[config.mk]
export PLATFORM = sky130hd
export DESIGN_NAME = wb_stage_flat
export DESIGN_NICKNAME = d
export VERILOG_FILES = /design/src/rtl/wb_stage_pkg.sv /design/src/rtl/wb_stage_if.sv /design/src/rtl/wb_stage_load_align.sv /design/src/rtl/wb_stage.sv /design/src/flat_wrapper.sv
export SDC_FILE = /design/constraint.sdc
export NUM_CORES = 1
export LEC_CHECK = 0
export ABC_AREA = 1
export CAP_MARGIN = 10
export CORE_ASPECT_RATIO = 1.25
export CORE_MARGIN = 8
export CORE_UTILIZATION = 43
export CTS_BUF_LIST = sky130_fd_sc_hd__clkbuf_8
export DETAILED_ROUTE_END_ITERATION = 16
export GPL_TIMING_DRIVEN = 0
export PLACE_DENSITY = 0.94
export SKIP_LAST_GASP = 1
export SYNTH_ARGS = -nofsm -noshare
export SYNTH_HDL_FRONTEND = slang
export SYNTH_HIERARCHICAL = 1
export SYNTH_SLANG_ARGS = --single-unit
[constraint.sdc]
create_clock -name i_clk -period 2.93 [get_ports i_clk]
set_input_delay 0.4395 -clock i_clk [delete_from_list [all_inputs] [get_ports i_clk]]
set_output_delay 0.4395 -clock i_clk [all_outputs]
set_load 0.02 [all_outputs]
[src/rtl/wb_stage_pkg.sv]
// Shared types and constants for the writeback stage.
package wb_stage_pkg;

    localparam int unsigned DEF_XLEN   = 32;
    localparam int unsigned DEF_REG_AW = 5;
    localparam int unsigned RETIRE_W   = 64;

    localparam logic [2:0] F3_LB  = 3'd0;
    localparam logic [2:0] F3_LH  = 3'd1;
    localparam logic [2:0] F3_LW  = 3'd2;
    localparam logic [2:0] F3_LBU = 3'd4;
    localparam logic [2:0] F3_LHU = 3'd5;

    typedef enum logic [0:0] {
        ST_IDLE      = 1'b0,
        ST_WAIT_LOAD = 1'b1
    } state_e;

    // Load attributes held while the memory response is outstanding.
    typedef struct packed {
        logic [2:0] funct3;
        logic [1:0] offset;
        logic       rd_we;
    } load_ctx_t;

endpackage

[src/rtl/wb_stage_if.sv]
// MEM-to-WB handshake, data-memory response and register-file write port.
interface wb_stage_if
    import wb_stage_pkg::*;
#(
    parameter int unsigned XLEN   = DEF_XLEN,
    parameter int unsigned REG_AW = DEF_REG_AW
);
    logic              i_valid;
    logic              o_ready;
    logic [REG_AW-1:0] i_rd_addr;
    logic              i_rd_we;
    logic [XLEN-1:0]   i_alu_result;
    logic              i_is_load;
    logic [2:0]        i_load_funct3;
    logic              i_dmem_rvalid;
    logic [XLEN-1:0]   i_dmem_rdata;
    logic [REG_AW-1:0] o_rd_addr;
    logic [XLEN-1:0]   o_rd_data;
    logic              o_write_en;
    logic              o_fault;
    logic              o_busy;
    logic [RETIRE_W-1:0] o_instret;

    modport master (
        output i_valid, i_rd_addr, i_rd_we, i_alu_result, i_is_load, i_load_funct3,
               i_dmem_rvalid, i_dmem_rdata,
        input  o_ready, o_rd_addr, o_rd_data, o_write_en, o_fault, o_busy, o_instret
    );

    modport slave (
        input  i_valid, i_rd_addr, i_rd_we, i_alu_result, i_is_load, i_load_funct3,
               i_dmem_rvalid, i_dmem_rdata,
        output o_ready, o_rd_addr, o_rd_data, o_write_en, o_fault, o_busy, o_instret
    );
endinterface

[src/rtl/wb_stage_load_align.sv]
// Combinational load alignment: selects byte/half at offset, extends, flags misaligned/illegal.
module wb_stage_load_align
    import wb_stage_pkg::*;
#(
    parameter int unsigned XLEN = DEF_XLEN
) (
    input  logic [2:0]      funct3,
    input  logic [1:0]      offset,
    input  logic [XLEN-1:0] word,
    output logic [XLEN-1:0] data_c,
    output logic            fault_c
);
    logic [7:0]  byte_sel;
    logic [15:0] half_sel;

    always_comb begin
        byte_sel = 8'(word >> {offset, 3'b000});
        half_sel = 16'(word >> {offset[1], 4'b0000});
        data_c   = word;
        fault_c  = 1'b0;
        case (funct3)
            F3_LB:  data_c = {{(XLEN-8){byte_sel[7]}}, byte_sel};
            F3_LH:  begin
                data_c  = {{(XLEN-16){half_sel[15]}}, half_sel};
                fault_c = offset[0];
            end
            F3_LW:  fault_c = (offset != 2'd0);
            F3_LBU: data_c = XLEN'(byte_sel);
            F3_LHU: begin
                data_c  = XLEN'(half_sel);
                fault_c = offset[0];
            end
            default: fault_c = 1'b1;
        endcase
    end
endmodule

[src/rtl/wb_stage.sv]
// Writeback stage: register-file writer with load wait/align and fault reporting.
// Optional retired-instruction counter enabled by defining WB_RETIRE_CNT_EN.
module wb_stage
    import wb_stage_pkg::*;
#(
    parameter int unsigned XLEN   = DEF_XLEN,
    parameter int unsigned REG_AW = DEF_REG_AW
) (
    input  logic       i_clk,
    input  logic       i_rst_n,
    wb_stage_if.slave  bus
);
    state_e            state, state_next;
    load_ctx_t         ctx_q, ctx_d;
    logic [REG_AW-1:0] ld_rd_q, ld_rd_d;
    logic [REG_AW-1:0] rd_addr_q, rd_addr_d;
    logic [XLEN-1:0]   rd_data_q, rd_data_d;
    logic              write_en_q, write_en_d;
    logic              fault_q, fault_d;
    logic              retire_d;
    logic              accept;
    logic [2:0]        al_funct3;
    logic [1:0]        al_offset;
    logic [XLEN-1:0]   al_data;
    logic              al_fault;
    logic              wr;

    assign bus.o_ready = (state == ST_IDLE);
    assign bus.o_busy  = (state == ST_WAIT_LOAD);
    assign accept      = bus.i_valid && bus.o_ready;

    // The aligner checks incoming loads in IDLE and extracts captured loads in WAIT_LOAD.
    assign al_funct3 = (state == ST_IDLE) ? bus.i_load_funct3     : ctx_q.funct3;
    assign al_offset = (state == ST_IDLE) ? bus.i_alu_result[1:0] : ctx_q.offset;

    wb_stage_load_align #(.XLEN(XLEN)) u_load_align (
        .funct3  (al_funct3),
        .offset  (al_offset),
        .word    (bus.i_dmem_rdata),
        .data_c  (al_data),
        .fault_c (al_fault)
    );

    always_ff @(posedge i_clk or negedge i_rst_n) begin
        if (!i_rst_n) state <= ST_IDLE;
        else          state <= state_next;
    end

    always_comb begin
        state_next = state;
        case (state)
            ST_IDLE:      if (accept && bus.i_is_load && !al_fault) state_next = ST_WAIT_LOAD;
            ST_WAIT_LOAD: if (bus.i_dmem_rvalid) state_next = ST_IDLE;
            default:      state_next = ST_IDLE;
        endcase
    end

    always_comb begin
        write_en_d = 1'b0;
        fault_d    = 1'b0;
        retire_d   = 1'b0;
        rd_addr_d  = rd_addr_q;
        rd_data_d  = rd_data_q;
        ctx_d      = ctx_q;
        ld_rd_d    = ld_rd_q;
        wr         = 1'b0;
        case (state)
            ST_IDLE: begin
                if (accept && !bus.i_is_load) begin
                    wr         = bus.i_rd_we && (bus.i_rd_addr != '0);
                    write_en_d = wr;
                    retire_d   = 1'b1;
                    if (wr) begin
                        rd_addr_d = bus.i_rd_addr;
                        rd_data_d = bus.i_alu_result;
                    end
                end else if (accept && al_fault) begin
                    fault_d = 1'b1;
                end else if (accept) begin
                    ctx_d   = '{funct3: bus.i_load_funct3, offset: bus.i_alu_result[1:0],
                                rd_we: bus.i_rd_we};
                    ld_rd_d = bus.i_rd_addr;
                end
            end
            ST_WAIT_LOAD: begin
                if (bus.i_dmem_rvalid) begin
                    wr         = ctx_q.rd_we && (ld_rd_q != '0);
                    write_en_d = wr;
                    retire_d   = 1'b1;
                    if (wr) begin
                        rd_addr_d = ld_rd_q;
                        rd_data_d = al_data;
                    end
                end
            end
            default: ;
        endcase
    end

    always_ff @(posedge i_clk or negedge i_rst_n) begin
        if (!i_rst_n) begin
            write_en_q <= 1'b0;
            fault_q    <= 1'b0;
            rd_addr_q  <= '0;
            rd_data_q  <= '0;
            ctx_q      <= '0;
            ld_rd_q    <= '0;
        end else begin
            write_en_q <= write_en_d;
            fault_q    <= fault_d;
            rd_addr_q  <= rd_addr_d;
            rd_data_q  <= rd_data_d;
            ctx_q      <= ctx_d;
            ld_rd_q    <= ld_rd_d;
        end
    end

    assign bus.o_write_en = write_en_q;
    assign bus.o_fault    = fault_q;
    assign bus.o_rd_addr  = rd_addr_q;
    assign bus.o_rd_data  = rd_data_q;

`ifdef WB_RETIRE_CNT_EN
    logic [RETIRE_W-1:0] instret_q;

    always_ff @(posedge i_clk or negedge i_rst_n) begin
        if (!i_rst_n)      instret_q <= '0;
        else if (retire_d) instret_q <= instret_q + RETIRE_W'(1);
    end

    assign bus.o_instret = instret_q;
`else
    logic unused_retire;
    assign unused_retire = retire_d;
    assign bus.o_instret = '0;
`endif
endmodule

[src/flat_wrapper.sv]
// flat-port wrapper written by rule: the top's interface ports become plain ports
module wb_stage_flat import wb_stage_pkg::*;
#(
    parameter int unsigned XLEN   = DEF_XLEN,
    parameter int unsigned REG_AW = DEF_REG_AW
)
  (i_clk, i_rst_n, bus_i_valid, bus_i_rd_addr, bus_i_rd_we, bus_i_alu_result, bus_i_is_load, bus_i_load_funct3, bus_i_dmem_rvalid, bus_i_dmem_rdata, bus_o_ready, bus_o_rd_addr, bus_o_rd_data, bus_o_write_en, bus_o_fault, bus_o_busy, bus_o_instret);
  wb_stage_if #(.XLEN(XLEN), .REG_AW(REG_AW)) bus_i ();
  input  logic i_clk;
  input  logic i_rst_n;
  input wire logic [$bits(bus_i.i_valid)-1:0] bus_i_valid;
  input wire logic [$bits(bus_i.i_rd_addr)-1:0] bus_i_rd_addr;
  input wire logic [$bits(bus_i.i_rd_we)-1:0] bus_i_rd_we;
  input wire logic [$bits(bus_i.i_alu_result)-1:0] bus_i_alu_result;
  input wire logic [$bits(bus_i.i_is_load)-1:0] bus_i_is_load;
  input wire logic [$bits(bus_i.i_load_funct3)-1:0] bus_i_load_funct3;
  input wire logic [$bits(bus_i.i_dmem_rvalid)-1:0] bus_i_dmem_rvalid;
  input wire logic [$bits(bus_i.i_dmem_rdata)-1:0] bus_i_dmem_rdata;
  output wire logic [$bits(bus_i.o_ready)-1:0] bus_o_ready;
  output wire logic [$bits(bus_i.o_rd_addr)-1:0] bus_o_rd_addr;
  output wire logic [$bits(bus_i.o_rd_data)-1:0] bus_o_rd_data;
  output wire logic [$bits(bus_i.o_write_en)-1:0] bus_o_write_en;
  output wire logic [$bits(bus_i.o_fault)-1:0] bus_o_fault;
  output wire logic [$bits(bus_i.o_busy)-1:0] bus_o_busy;
  output wire logic [$bits(bus_i.o_instret)-1:0] bus_o_instret;
  assign bus_i.i_valid = bus_i_valid;
  assign bus_i.i_rd_addr = bus_i_rd_addr;
  assign bus_i.i_rd_we = bus_i_rd_we;
  assign bus_i.i_alu_result = bus_i_alu_result;
  assign bus_i.i_is_load = bus_i_is_load;
  assign bus_i.i_load_funct3 = bus_i_load_funct3;
  assign bus_i.i_dmem_rvalid = bus_i_dmem_rvalid;
  assign bus_i.i_dmem_rdata = bus_i_dmem_rdata;
  assign bus_o_ready = bus_i.o_ready;
  assign bus_o_rd_addr = bus_i.o_rd_addr;
  assign bus_o_rd_data = bus_i.o_rd_data;
  assign bus_o_write_en = bus_i.o_write_en;
  assign bus_o_fault = bus_i.o_fault;
  assign bus_o_busy = bus_i.o_busy;
  assign bus_o_instret = bus_i.o_instret;
  wb_stage #(.XLEN(XLEN), .REG_AW(REG_AW)) u_core (.i_clk(i_clk), .i_rst_n(i_rst_n), .bus(bus_i));
endmodule
Word level (Yosys, flattened, before mapping)
Index checks and enable logic that the tools add are counted.
Cells by class
  add/subtract/negate cells: 0
  multipliers: 0
  div/mod/pow operators: 0
  order comparisons: 0
  eq/ne operators: 8
  shift-type cells: 2
  muxes and demuxes: 23
  bitwise logic cells: 3
  reductions and logical operators: 17
Operators with widths (count)
  $mux W32: 4
  $pmux W32 S4: 1
  $pmux W32 S2: 1
  $shr A32 B5 Y16: 1
  $shr A32 B5 Y8: 1
  $mux W5: 4
  $pmux W5 S2: 1
  $reduce_bool A5 Y1: 2
  $ne A2 B2 Y1 const B: 4
  $reduce_and A4 Y1: 2
  $logic_and A1 B1 Y1: 7
  $mux W1: 7
  $eq A3 B3 Y1 const B: 2
  $pmux W1 S2: 2
  $reduce_or A2 Y1: 2
  $eq A3 B1 Y1 const B: 1
  $eq A3 B2 Y1 const B: 1
  $logic_not A3 Y1: 1
  $mux W3: 1
  $not A1 Y1: 3
  $pmux W1 S3: 1
  $logic_not A1 Y1: 2
  $mux W2: 1
  $reduce_bool A2 Y1: 1
Storage, ports and cells
  bits in registers: 51
  latch bits: 0
  bits in writable memories: 0
  memory bits (read-only): 0
  input bits: 78
  output and inout bits: 105
  memories: 0

Logic depth before layout (Yosys ltp)
  word-level depth: 8
  depth in mapped cells: 17
  mapped depth without buffers: 14

Modules after synthesis
The synthesis kept the hierarchy.
By module, submodules not included
  wb_stage: times used 1, cells each 419, area each 3042.9 µm²
  wb_stage_load_align: times used 1, cells each 198, area each 902.1 µm²

Worst setup path after synthesis
OpenSTA, ideal clock, no wires.
  kind: flip-flop to flip-flop
  start: register u_core.state, in the netlist u_core/bus.o_busy
  end: register u_core/ctx_q[0] in the netlist's numbering
  setup time: 0.130 ns
  arrival time: 2.274 ns
  setup slack: 0.526 ns
  cell stages (with the launch flop): 15
  period minus slack after synthesis: 2.404 ns
  cells stage by stage: dfrtp_1 -> buf_6 -> clkbuf_1 -> o21ai_0 -> buf_2 -> inv_1 -> buf_2 -> o21ai_0 -> o21ai_0 -> inv_1 -> inv_1 -> nand4_1 -> clkbuf_1 -> nand2_1 -> o21ai_0
On the way
  word-level cells in the longest chain between the ends: 7
  elaborated cells between the ends (all ways): 18
Ends and longest elaborated chain
  from (decl): line wb_stage.sv:13  | state_e state, state_next;
  from (signal assigned): line wb_stage.sv:46  | else state <= state_next;
  $mux W3 (*): line wb_stage.sv:33  | assign al_funct3 = (state == ST_IDLE) ? bus.i_load_funct3 : ctx_q.funct3;
  via u_core.al_funct3[1]: line wb_stage.sv:22  | logic [2:0] al_funct3;
  $eq A3 B3 Y1 (tied with other cells): line wb_stage_load_align.sv:21  | case (funct3)
  $reduce_or A2 Y1 (no line)
  $pmux W1 S3 (*): line wb_stage_load_align.sv:21
  via u_core.al_fault: line wb_stage.sv:25  | logic al_fault;
  $logic_and A1 B1 Y1 (*): line wb_stage.sv:77  | end else if (accept && al_fault) begin
  $not A1 Y1 (no line) (*)
  $reduce_and A4 Y1 (no line) (*)
  to (signal assigned): line wb_stage.sv:113  | ctx_q <= ctx_d;
  to (decl): line wb_stage.sv:14  | load_ctx_t ctx_q, ctx_d;
Mark *: on every way through the listed nets, which the timed path passes. The rest lies on a longest branch.
A chain may end at the register's enable or synchronous reset.

Final worst setup path
  start: input bus_i_load_funct3[1]
  end: register u_core.state, in the netlist u_core/bus.o_busy
On the way
  word-level cells in the longest chain between the ends: 8
  elaborated cells between the ends (all ways): 13
Ends and longest elaborated chain
  from (decl): line flat_wrapper.sv:16  | input wire logic [$bits(bus_i.i_load_funct3)-1:0] bus_i_load_funct3;
  $mux W3 (*): line wb_stage.sv:33
  via u_core.al_funct3[1]: line wb_stage.sv:22
  $eq A3 B3 Y1 (tied with other cells): line wb_stage_load_align.sv:21
  $reduce_or A2 Y1 (no line)
  $pmux W1 S3 (*): line wb_stage_load_align.sv:21
  via u_core.al_fault: line wb_stage.sv:25
  $logic_not A1 Y1 (*): line wb_stage.sv:52  | ST_IDLE: if (accept && bus.i_is_load && !al_fault) state_next = ST_WAIT_LOAD;
  $logic_and A1 B1 Y1 (*): line wb_stage.sv:52
  $mux W1 (*): line wb_stage.sv:52
  $pmux W1 S2 (*): line wb_stage.sv:51  | case (state)
  via u_core.state_next: line wb_stage.sv:13
Marks and branches as above.

==> results.toml <==
[pwr]
power_density_mw_per_mm2 = 693
power_uw = 3910
leakage_uw = 0.00317
peakVddDrop_mv = 0.262

[worst_setup_path]
r2r_cells = 12
path_class = "primary input to register"
r2r_start = "u_core/bus.o_busy$_DFF_PN0_"
arrival_ns = 2.86
crit_fanout = 10
rrSetupSlack_ns = 0.28
worst_ep_required_time_ns = 3.10
cp-start-kind = "primary input"
worstSetupEndpointType = "register"
reg2reg_to = "u_core/bus.o_busy$_DFF_PN0_"

[floorplanning]
core_mm2 = 0.00903
die_width_um = 102
initial_core_util_pct = 43.7
die-area_mm2 = 0.0125
row_count = 39
io_pins = 183
fp.dieH_um = 123

[run]
maxCapViolations = 0

[clocking]
cts_setup_buffers = 0
cts_tree = "done"
cts_hold_buffers = 0
clock_sinks = 51
cts-root-buf = "clkbuf_8"
numCtsBuffers = 5
clkTransAtPathRegs_ns = 0.10
htree_levels = 2
clock_path_buffers = 2
clock_latency_ns = 0.30

[min_path]
hold_path_class = "primary input to asynchronous set/reset pin"

[route]
wire_per_inst_um = 13.8
drt_iter0_markers = 250
wirelength_mm = 12.8
vias = 4275
routed_via_density = 4.60
firstDrtPassIters = 5
antenna_left = 0
drc = 0

[timing]
final.min_clock_period_ns = 2.68
maxSlewHeadroom_pct = 62.8
fmax_mhz = 373
worstMarginPinSlew_ns = 0.556
rsz0062_at_grt = "no"
drv_slew = 0
whs_ns = 0.0843
hold_viol = 0
final-setup-viol-count = 0
min_period_over_period_pct = 91.6
worst_slack_ns = 0.247
finalClockSkew_ns = 0.0104

[synth]
synth_area_leaders = "dfrtp_1 (32%), nand2_1 (28%), buf_4 (13%), nand3_1 (10%), inv_1 (3.3%)"
yosys.area.top_type = "dfrtp_1"
yosysSeqAreaShare_pct = 32.4
synth_cell_types = 24
synth_top_area_share_pct = 32.4
yosysWarningCount = 6
syn_avg_cell_area_um2 = 6.39
postSynthCellCount = 617
synth_seq_cells = 51
syn-cell-area_mm2 = 0.00395

[final_layout]
diodes = 0
final_cell_area_mm2 = 0.00565
nets = 883
final_layout_size_suffix_gt1_share_pct = 13.8
area_delta_synth_final_pct = 43.1
finish.utilization_pct = 62.5

[global_routing]
grt_usage_pct = 20.3
grt_overflow = 0
antenna_found_initial = 0
grt_max_degree = 32
grt_pass1_wl_mm = 20.4
grt_pass1_vias = 4209

[outcome]
status = "completed"

[placement]
gp_congestion = 0.916
dpl_cell_area_mm2 = 0.00553
port_buffers = 118
dp_hpwl_mm = 10.6
place_ws_ns = -0.0704
-- cell type report --
cell class              count  area, µm²
clock inverters             3       46.3
multi-input cells         494       2060
flip-flops and latches     51       1280
fillers                   839       3380
repair buffers            119       1200
inverters                  37        141
plain buffers              97        701
clock buffers               5       68.8
well taps                 123        154
-- report_power, final --
part	switching [µW]	leakage, µW	internal [µW]
combinational	1260	0.00248	965
sequential	172	0.000641	1010
clock	243	0.0000548	258
-- flip-flops by register name, summed over array words and instances (netlist names) --
register and count:
u_core/bus.o_rd_data 32, u_core/ctx_q 6, u_core/bus.o_rd_addr 5, u_core/ld_rd_q 5, u_core/bus.o_busy 1, u_core/bus.o_fault 1
u_core/bus.o_write_en 1
-- repair_timing --
action,in CTS,in global routing
setup endpoints to repair,0,12
hold endpoints to repair,0,0
gates resized for setup,0,4
-- kinds of logic (layout without fill, tap and decap cells) --
family,after synthesis,in the layout,share of synthesized area (%)
flops,51,51,32.4
simple gates,397,397,41.5
compound gates,33,33,4.73
buf+inv,135,261,21.4
other cells,1,64,0.0951
-- how the worst max path moves through the flow --
stage,start,endpoint,slack [ns],cells after the start
6_report,bus_i_load_funct3[1],u_core/bus.o_busy$_DFF_PN0_,0.25,13
5_1_grt,bus_i_load_funct3[1],u_core/ctx_q[2]$_DFFE_PN0P_,0.03,13
4_1_cts,u_core/bus.o_busy$_DFF_PN0_,u_core/ctx_q[3]$_DFFE_PN0P_,0.07,14
3_5_place_dp,bus_i_load_funct3[0],u_core/ctx_q[3]$_DFFE_PN0P_,-0.07,13
3_3_place_gp,i_rst_n,u_core/bus.o_rd_data[16]$_DFFE_PN0P_,-0.08,1
2_1_floorplan,u_core/bus.o_busy$_DFF_PN0_,u_core/ctx_q[0]$_DFFE_PN0P_,0.53,14
-- metal layers --
metal | global-route usage [%] | vias up | routed length (µm)
li1 | - | 2172 | -
met1 | 24.0 | 1876 | 5160
met2 | 34.7 | 192 | 6180
met3 | 3.49 | 35 | 951
met4 | 10.2 | 0 | 532
met5 | 0 | - | 0
-- per-stage QoR --
step | instances | TNS, ns
3_3_place_gp | 921 | -4.04
6_report | 929 | 0
2_1_floorplan | 680 | 0
5_1_grt | 929 | 0
4_1_cts | 930 | 0
3_5_place_dp | 922 | -0.649
-- worst max-delay path: stages --
cell and delay (ns):
clkdlybuf4s50_1 0.45, inv_1 0.04, o21ai_0 0.30, buf_2 0.30
inv_1 0.15, buf_2 0.21, o21ai_0 0.08, o21ai_0 0.10
inv_1 0.06, inv_1 0.05, nand4_1 0.18, clkbuf_1 0.33
o21ai_0 0.15
-- layout by cell type (no fill, tap or decap), types with 5 or more instances in the layout --
master           Yosys  layout
clkbuf_1            13      10
o21ai_0             22      22
conb_1               1      64
or2_2                8       8
inv_1               35      35
nor2_1              13      13
clkbuf_8             0       5
buf_4               66      66
clkdlybuf4s50_1      0     117
buf_2                9      10
nand2_1            290     290
nand3_1             79      79
a22oi_1              7       7
dfrtp_1             51      51
buf_6               10      10
-- synthesized netlist by cell type, drive strengths merged --
cell type and n:
nand4 2, dfrtp 51, nand3b 1, clkbuf 13
o21ai 24, nor3 1, nand3 79, nand2 291
or2 9, nor2 14, a21oi 2, conb 1
inv 37, buf 85, a22oi 7
Power figures use the tool's default switching activity.
==> edit 1 (config.mk and constraints unchanged) <==
`rd_data_q` no longer has a reset.
--- a/src/rtl/wb_stage.sv
+++ b/src/rtl/wb_stage.sv
@@ -102,17 +102,19 @@
             write_en_q <= 1'b0;
             fault_q    <= 1'b0;
             rd_addr_q  <= '0;
-            rd_data_q  <= '0;
             ctx_q      <= '0;
             ld_rd_q    <= '0;
         end else begin
             write_en_q <= write_en_d;
             fault_q    <= fault_d;
             rd_addr_q  <= rd_addr_d;
-            rd_data_q  <= rd_data_d;
             ctx_q      <= ctx_d;
             ld_rd_q    <= ld_rd_d;
         end
+    end
+
+    always_ff @(posedge i_clk) begin
+        rd_data_q <= rd_data_d;
     end
 
     assign bus.o_write_en = write_en_q;
Formal check against the unedited RTL: not equivalent (a bounded check fails within 4 cycles, from zero or initial values and one cycle with i_rst_n low).
==> edit 1 against the original RTL <==
  * Combinational power fell by 34%
  * Final area down 6.3%
  * Setup slack better by 0.15 ns
  * Sequential cell count is the same
  * Critical endpoint is now u_core/bus.o_rd_data[2]
  * Synthesized area decreased by 7.2%
  * Routed wire length fell by 9.6%
  * Total power decreased by 25%
  * First-iteration DRC count increased by 6.8%
  * Highest routed layer unchanged
==> edit 1: results (changes against the original RTL) <==
Pwr
  – Internal cell power: 1.75 mW (-21%)
  – IR drop worst, VDD: 0.223 mV (-15%)
  – Reported leakage power: 2.77 nW (-13%)

Timing
  – Setup-failing EPs final: 0 (unchanged)
  – Maximum clock skew at final layout: 0.0120 ns (+0.00159 ns)
  – Post-route setup TNS: 0 ns (unchanged)
  – Relative slew margins: 16.9% (-46 points)

Setup path
  – Critical Path Slowest Stage Cell: sky130_fd_sc_hd__nor2_1
  – Endpoint arrival time on the critical path: 2.60 ns (-0.26 ns)
  – Worst setup path startpoint: u_core/bus.o_busy
  – Maximum fanout along the worst path: 17 (+7)
  – Worst path max stage delay: 0.39 ns (-0.06 ns)
  – Cell family with the largest share of critical-path delay: simple AND/OR/NAND/NOR gates

Cells and area
  – Flip-flop count of the largest register, all copies and words added: 32 (unchanged)
  – Final-stage net count: 778 (-12%)
  – Share of post-route cells with drive strength above 1: 14.8% (+1.1 points)
  – Filler instances: 709 (-15%)
  – Diode insertion count for antenna repair: 0 (unchanged)

Worst hold path
  – Hold Path Origin: u_core/bus.o_rd_addr[4]
  – Path category of the worst min-delay check: flip-flop to flip-flop

Route
  – Via count normalized by instance count: 4.67 (+1.5%)
  – Length of the first detailed-routing pass in iterations: 7 (+2)
  – DRC violation total after the first TritonRoute iteration: 267 (+6.8%)
  – Wire length per cell after detailed routing: 14.5 µm (+5.2%)

GRT
  – Via count of the first global-routing pass: 3731 (-11%)
  – Antenna violations before repair: 0 (unchanged)
  – Largest net degree at the start of global routing: 33 (+3.1%)
  – First-pass GRT wire length: 18.3 mm (-10%)
  – All-Layer GR Usage: 19.3% (-1.0 points)

CTS
  – CTS max path bufs: 2 (unchanged)
  – Maximum level of the CTS H-tree: 2 (unchanged)
  – Register clock-pin slew on the reported worst setup and hold paths: 0.09 ns
  – Gates resized, CTS repair: 0 (unchanged)
  – Clock buffer count from CTS: 5 (unchanged)
  – Clock latency reported for the late side of the worst-skew pair: 0.31 ns
  – Root buffer cell: sky130_fd_sc_hd__clkbuf_8

Placement
  – Worst setup slack before clock tree synthesis: 0.172 ns (+0.242 ns)
  – Count of port buffers added during placement: 118 (unchanged)
  – Routability Congestion: 0.917 (+0.12%)
  – Final HPWL DP: 9.62 mm (-9.4%)

Synthesis
  – Synthesis warning total: 6 (unchanged)
  – Number of distinct library cells after synthesis: 27 (+13%)
  – Number of enable-type register cells in the synthesized netlist: 32 (+32)
  – Post-synthesis sequential area ratio: 39.2% (+6.9 points)
  – Fraction of synthesis flops using an asynchronous set or reset pin: 37.3% (-63 points)
  – Ranking of synthesized cells by area: sky130_fd_sc_hd__edfxtp_1 26%, sky130_fd_sc_hd__nand2_1 23%, sky130_fd_sc_hd__buf_4 13%, sky130_fd_sc_hd__dfrtp_1 13%, sky130_fd_sc_hd__nand3_1 6.4%
  – Synth cell count leaders: 225 x sky130_fd_sc_hd__nand2_1, 65 x sky130_fd_sc_hd__buf_4, 47 x sky130_fd_sc_hd__nand3_1, 36 x sky130_fd_sc_hd__inv_1, 32 x sky130_fd_sc_hd__edfxtp_1

Status
  – Result of the run: finished, final reports clean
edit 1: final cells by class:
type                       count  area share [%]
clock inverter                 2           0.166
clock buffer                   6            1.56
multi-input combinational    401            32.3
sequential                    51            27.2
tap                           97            2.29
timing repair buffer         118            22.3
buffer                        85            11.4
inverter                      38            2.79
edit 1: tightest hold or removal path, cell delays in order (launching register included):
cell	delay, ns
sky130_fd_sc_hd__dfrtp_1	0.35
sky130_fd_sc_hd__nand2_1	0.06
sky130_fd_sc_hd__nand2_1	0.05
edit 1: final timing paths:
check,endpoint,slack [ns],cells past startpoint
worst max-delay path,u_core/bus.o_rd_data[2],0.39,14
worst min-delay path,u_core/bus.o_rd_addr[4],0.48,2
worst min register to register,u_core/bus.o_rd_addr[4],0.48,2
max in group asynchronous,u_core/ld_rd_q[3],1.78,1
worst max register to register,u_core/bus.o_rd_data[2],0.39,14
min in group asynchronous,u_core/bus.o_busy,0.62,1
edit 1: repair_timing:
item | CTS | global route
hold buffers | 0 | 0
setup endpoints to repair | 0 | 11
buffers inserted | 0 | 0
edit 1: routing by layer:
layer	routed length (µm)	GRT usage (%)	up-vias	part of all wire [%]
met4	418	10.0	0	3.6
met5	0	0	-	0
met2	5850	33.7	173	50
li1	-	-	1851	-
met3	932	5.54	27	8.0
met1	4400	20.7	1675	38
edit 1: through the flow:
step / instance area, µm² / instances / hold slack [ns]
CTS: 5290 / 799 / 0.484
floorplan: 3900 / 576 / 0.144
global route: 5290 / 798 / 0.514
finish: 5290 / 798 / 0.483
detailed placement: 5200 / 791 / 0.466
global placement: 5200 / 791 / 0.457
edit 1: cell families (layout without fill, tap and decap cells):
kind of cell    after synthesis  count (layout)  synth area share, %
buf+inv                     124             249                 20.6
simple gates                304             304                 35.0
other cells                   1              64                0.102
compound gates               33              33                 5.09
flops                        51              51                 39.2
edit 1: power groups by stage:
stage | registers (mW) | logic (mW) | clock network [mW]
floorplan | 1.18 | 0.834 | 0
detailed placement | 1.07 | 1.47 | 0
global route | 1.07 | 1.63 | 0.455
finish | 1.05 | 1.48 | 0.414
CTS | 1.05 | 1.47 | 0.423
global placement | 1.06 | 1.43 | 0
==> edit 2 (config.mk and constraints unchanged) <==
Made on the original files. Change the package constant `DEF_XLEN` from 32 to 36.
--- a/src/rtl/wb_stage_pkg.sv
+++ b/src/rtl/wb_stage_pkg.sv
@@ -1,7 +1,7 @@
 // Shared types and constants for the writeback stage.
 package wb_stage_pkg;
 
-    localparam int unsigned DEF_XLEN   = 32;
+    localparam int unsigned DEF_XLEN   = 36;
     localparam int unsigned DEF_REG_AW = 5;
     localparam int unsigned RETIRE_W   = 64;
 
Interface: changed (resized bus_i_alu_result, bus_i_dmem_rdata and bus_o_rd_data); port bits go from 183 to 195. No check against the original RTL was run, so the function may have changed too.
==> edit 2 against the original RTL <==
  * Combinational power up 7%
  * Synthesized cell count is 6.6% higher
  * Synthesized area rose by 6.0%
  * Sequential cell count grew 4
  * Highest routed layer unchanged
  * Final area rose by 6.0%
  * Worst hold slack gained 0.021 ns
  * Die area grew 5.1%
  * Via count grew 7.7%
  * Clock power fell by 11%
  * Critical path type is now flip-flop to flip-flop
  * Total power rose by 5.4%
  * Routed wire length grew 8.8%
  * Setup slack improved by 0.18 ns
==> edit 2: results (changes against the original RTL) <==
Synthesis
  – Mean instance size in the synthesized netlist: 6.35 µm² (-0.64%)
  – Synth cell count leaders: 320 x sky130_fd_sc_hd__nand2_1, 67 x sky130_fd_sc_hd__buf_4, 67 x sky130_fd_sc_hd__nand3_1, 55 x sky130_fd_sc_hd__dfrtp_1, 41 x sky130_fd_sc_hd__inv_1
  – Mapped cell area: 4180 µm² (+6.0%)
  – Post-synthesis compound-gate area fraction: 5.27% (+0.54 points)
  – Post-synthesis sequential area ratio: 32.9% (+0.57 points)
  – Synth top area share: 32.9% (+0.57 points)
  – Ranking of synthesized cells by area: sky130_fd_sc_hd__dfrtp_1 33%, sky130_fd_sc_hd__nand2_1 29%, sky130_fd_sc_hd__buf_4 12%, sky130_fd_sc_hd__nand3_1 8.0%, sky130_fd_sc_hd__inv_1 3.7%

GRT
  – All-Layer GR Usage: 21.0% (+0.63 points)
  – Via count of the first global-routing pass: 4573 (+8.6%)
  – Met1 demand-to-capacity share in global routing: 21.9% (-2.2 points)
  – Met2 Use GR: 36.6% (+2.0 points)
  – Largest net degree at the start of global routing: 33 (+3.1%)
  – First-pass GRT wire length: 22.3 mm (+9.4%)

Cells and area
  – Filler-free cell count of the finished design: 985 (+6.0%)
  – Share of post-route cells with drive strength above 1: 14.1% (+0.31 points)
  – Count of inverters not on the clock network in the layout: 48 (+30%)
  – Multi-input combinational area share: 35.9% (-0.61 points)
  – Multi-Input Combinational: 519 (+5.1%)
  – Final-stage net count: 944 (+6.9%)
  – Non-clock buffer count in the final layout: 229 (+6.0%)
  – Flip-flop count of the largest register, all copies and words added: 36 (+13%)

Setup path
  – Worst setup path end: u_core/ld_rd_q[4]
  – Critical Path Slowest Stage Cell: sky130_fd_sc_hd__dfrtp_1
  – Class of the most critical setup path: flip-flop to flip-flop
  – Setup slack, reg-to-reg: 0.42 ns (+0.14 ns)

Timing
  – Relative slew margins: 60.8% (-2.0 points)
  – Worst hold slack: 0.106 ns (+0.0213 ns)
  – Maximum clock skew at final layout: 0.00501 ns (-0.00543 ns)

Placement
  – Count of port buffers added during placement: 130 (+10%)
  – Final HPWL DP: 11.5 mm (+8.3%)
  – Cell count after placement: 978 (+6.1%)
  – Routability Congestion: 0.956 (+4.4%)

Route
  – Via count normalized by instance count: 4.68 (+1.6%)
  – Wire length per cell after detailed routing: 14.2 µm (+2.6%)

CTS
  – Clock latency reported for the late side of the worst-skew pair: 0.32 ns (+0.02 ns)

Status
  – Result of the run: finished, final reports clean

Pwr
  – Reported leakage power: 3.38 nW (+6.4%)

Die
  – Core Footprint: 9560 µm² (+5.9%)
edit 2: changes by cell type in the layout (fill, tap and decap cells not counted), moves of 4 or more:
cell | before | now
sky130_fd_sc_hd__clkbuf_1 | 10 | 5
sky130_fd_sc_hd__a22oi_1 | 7 | 0
sky130_fd_sc_hd__nor2_1 | 13 | 20
sky130_fd_sc_hd__or2_2 | 8 | 0
sky130_fd_sc_hd__nand2_1 | 290 | 320
sky130_fd_sc_hd__nand3_1 | 79 | 67
sky130_fd_sc_hd__inv_2 | 1 | 7
sky130_fd_sc_hd__dfrtp_1 | 51 | 55
sky130_fd_sc_hd__inv_1 | 35 | 41
sky130_fd_sc_hd__a21oi_1 | 2 | 8
sky130_fd_sc_hd__clkdlybuf4s50_1 | 117 | 129
sky130_fd_sc_hd__o21ai_2 | 1 | 5
sky130_fd_sc_hd__buf_2 | 10 | 18
edit 2: layer usage:
metal	vias up	share of wire, %
met4	0	5.8
met3	52	8.2
met2	255	48
met1	2007	38
met5	-	0
li1	2291	-
edit 2: what timing repair did:
item,4_1_cts,5_1_grt
hold endpoints to repair,0,0
endpoints found under the setup margin,5,12
resized for setup,1,1
edit 2: power by group through the flow:
stage                     sequential [mW]  combinational [mW]  clock [mW]
final                                1.28                2.39       0.445
after global routing                 1.33                2.60       0.488
after CTS                            1.28                2.39       0.455
after detailed placement             1.29                2.38           0
after global placement               1.28                2.33           0
after floorplan                      1.60                1.09           0
edit 2: per-stage QoR:
| stage | setup slack (ns) | util (%) | area [µm²] |
|---|---|---|---|
| after global routing | 0.276 | 62.6 | 5980 |
| after detailed placement | 0.0161 | 61.6 | 5890 |
| final | 0.423 | 62.6 | 5980 |
| after global placement | -0.292 | 61.5 | 5880 |
| after CTS | 0.0154 | 62.6 | 5990 |
| after floorplan | 0.539 | - | 4420 |
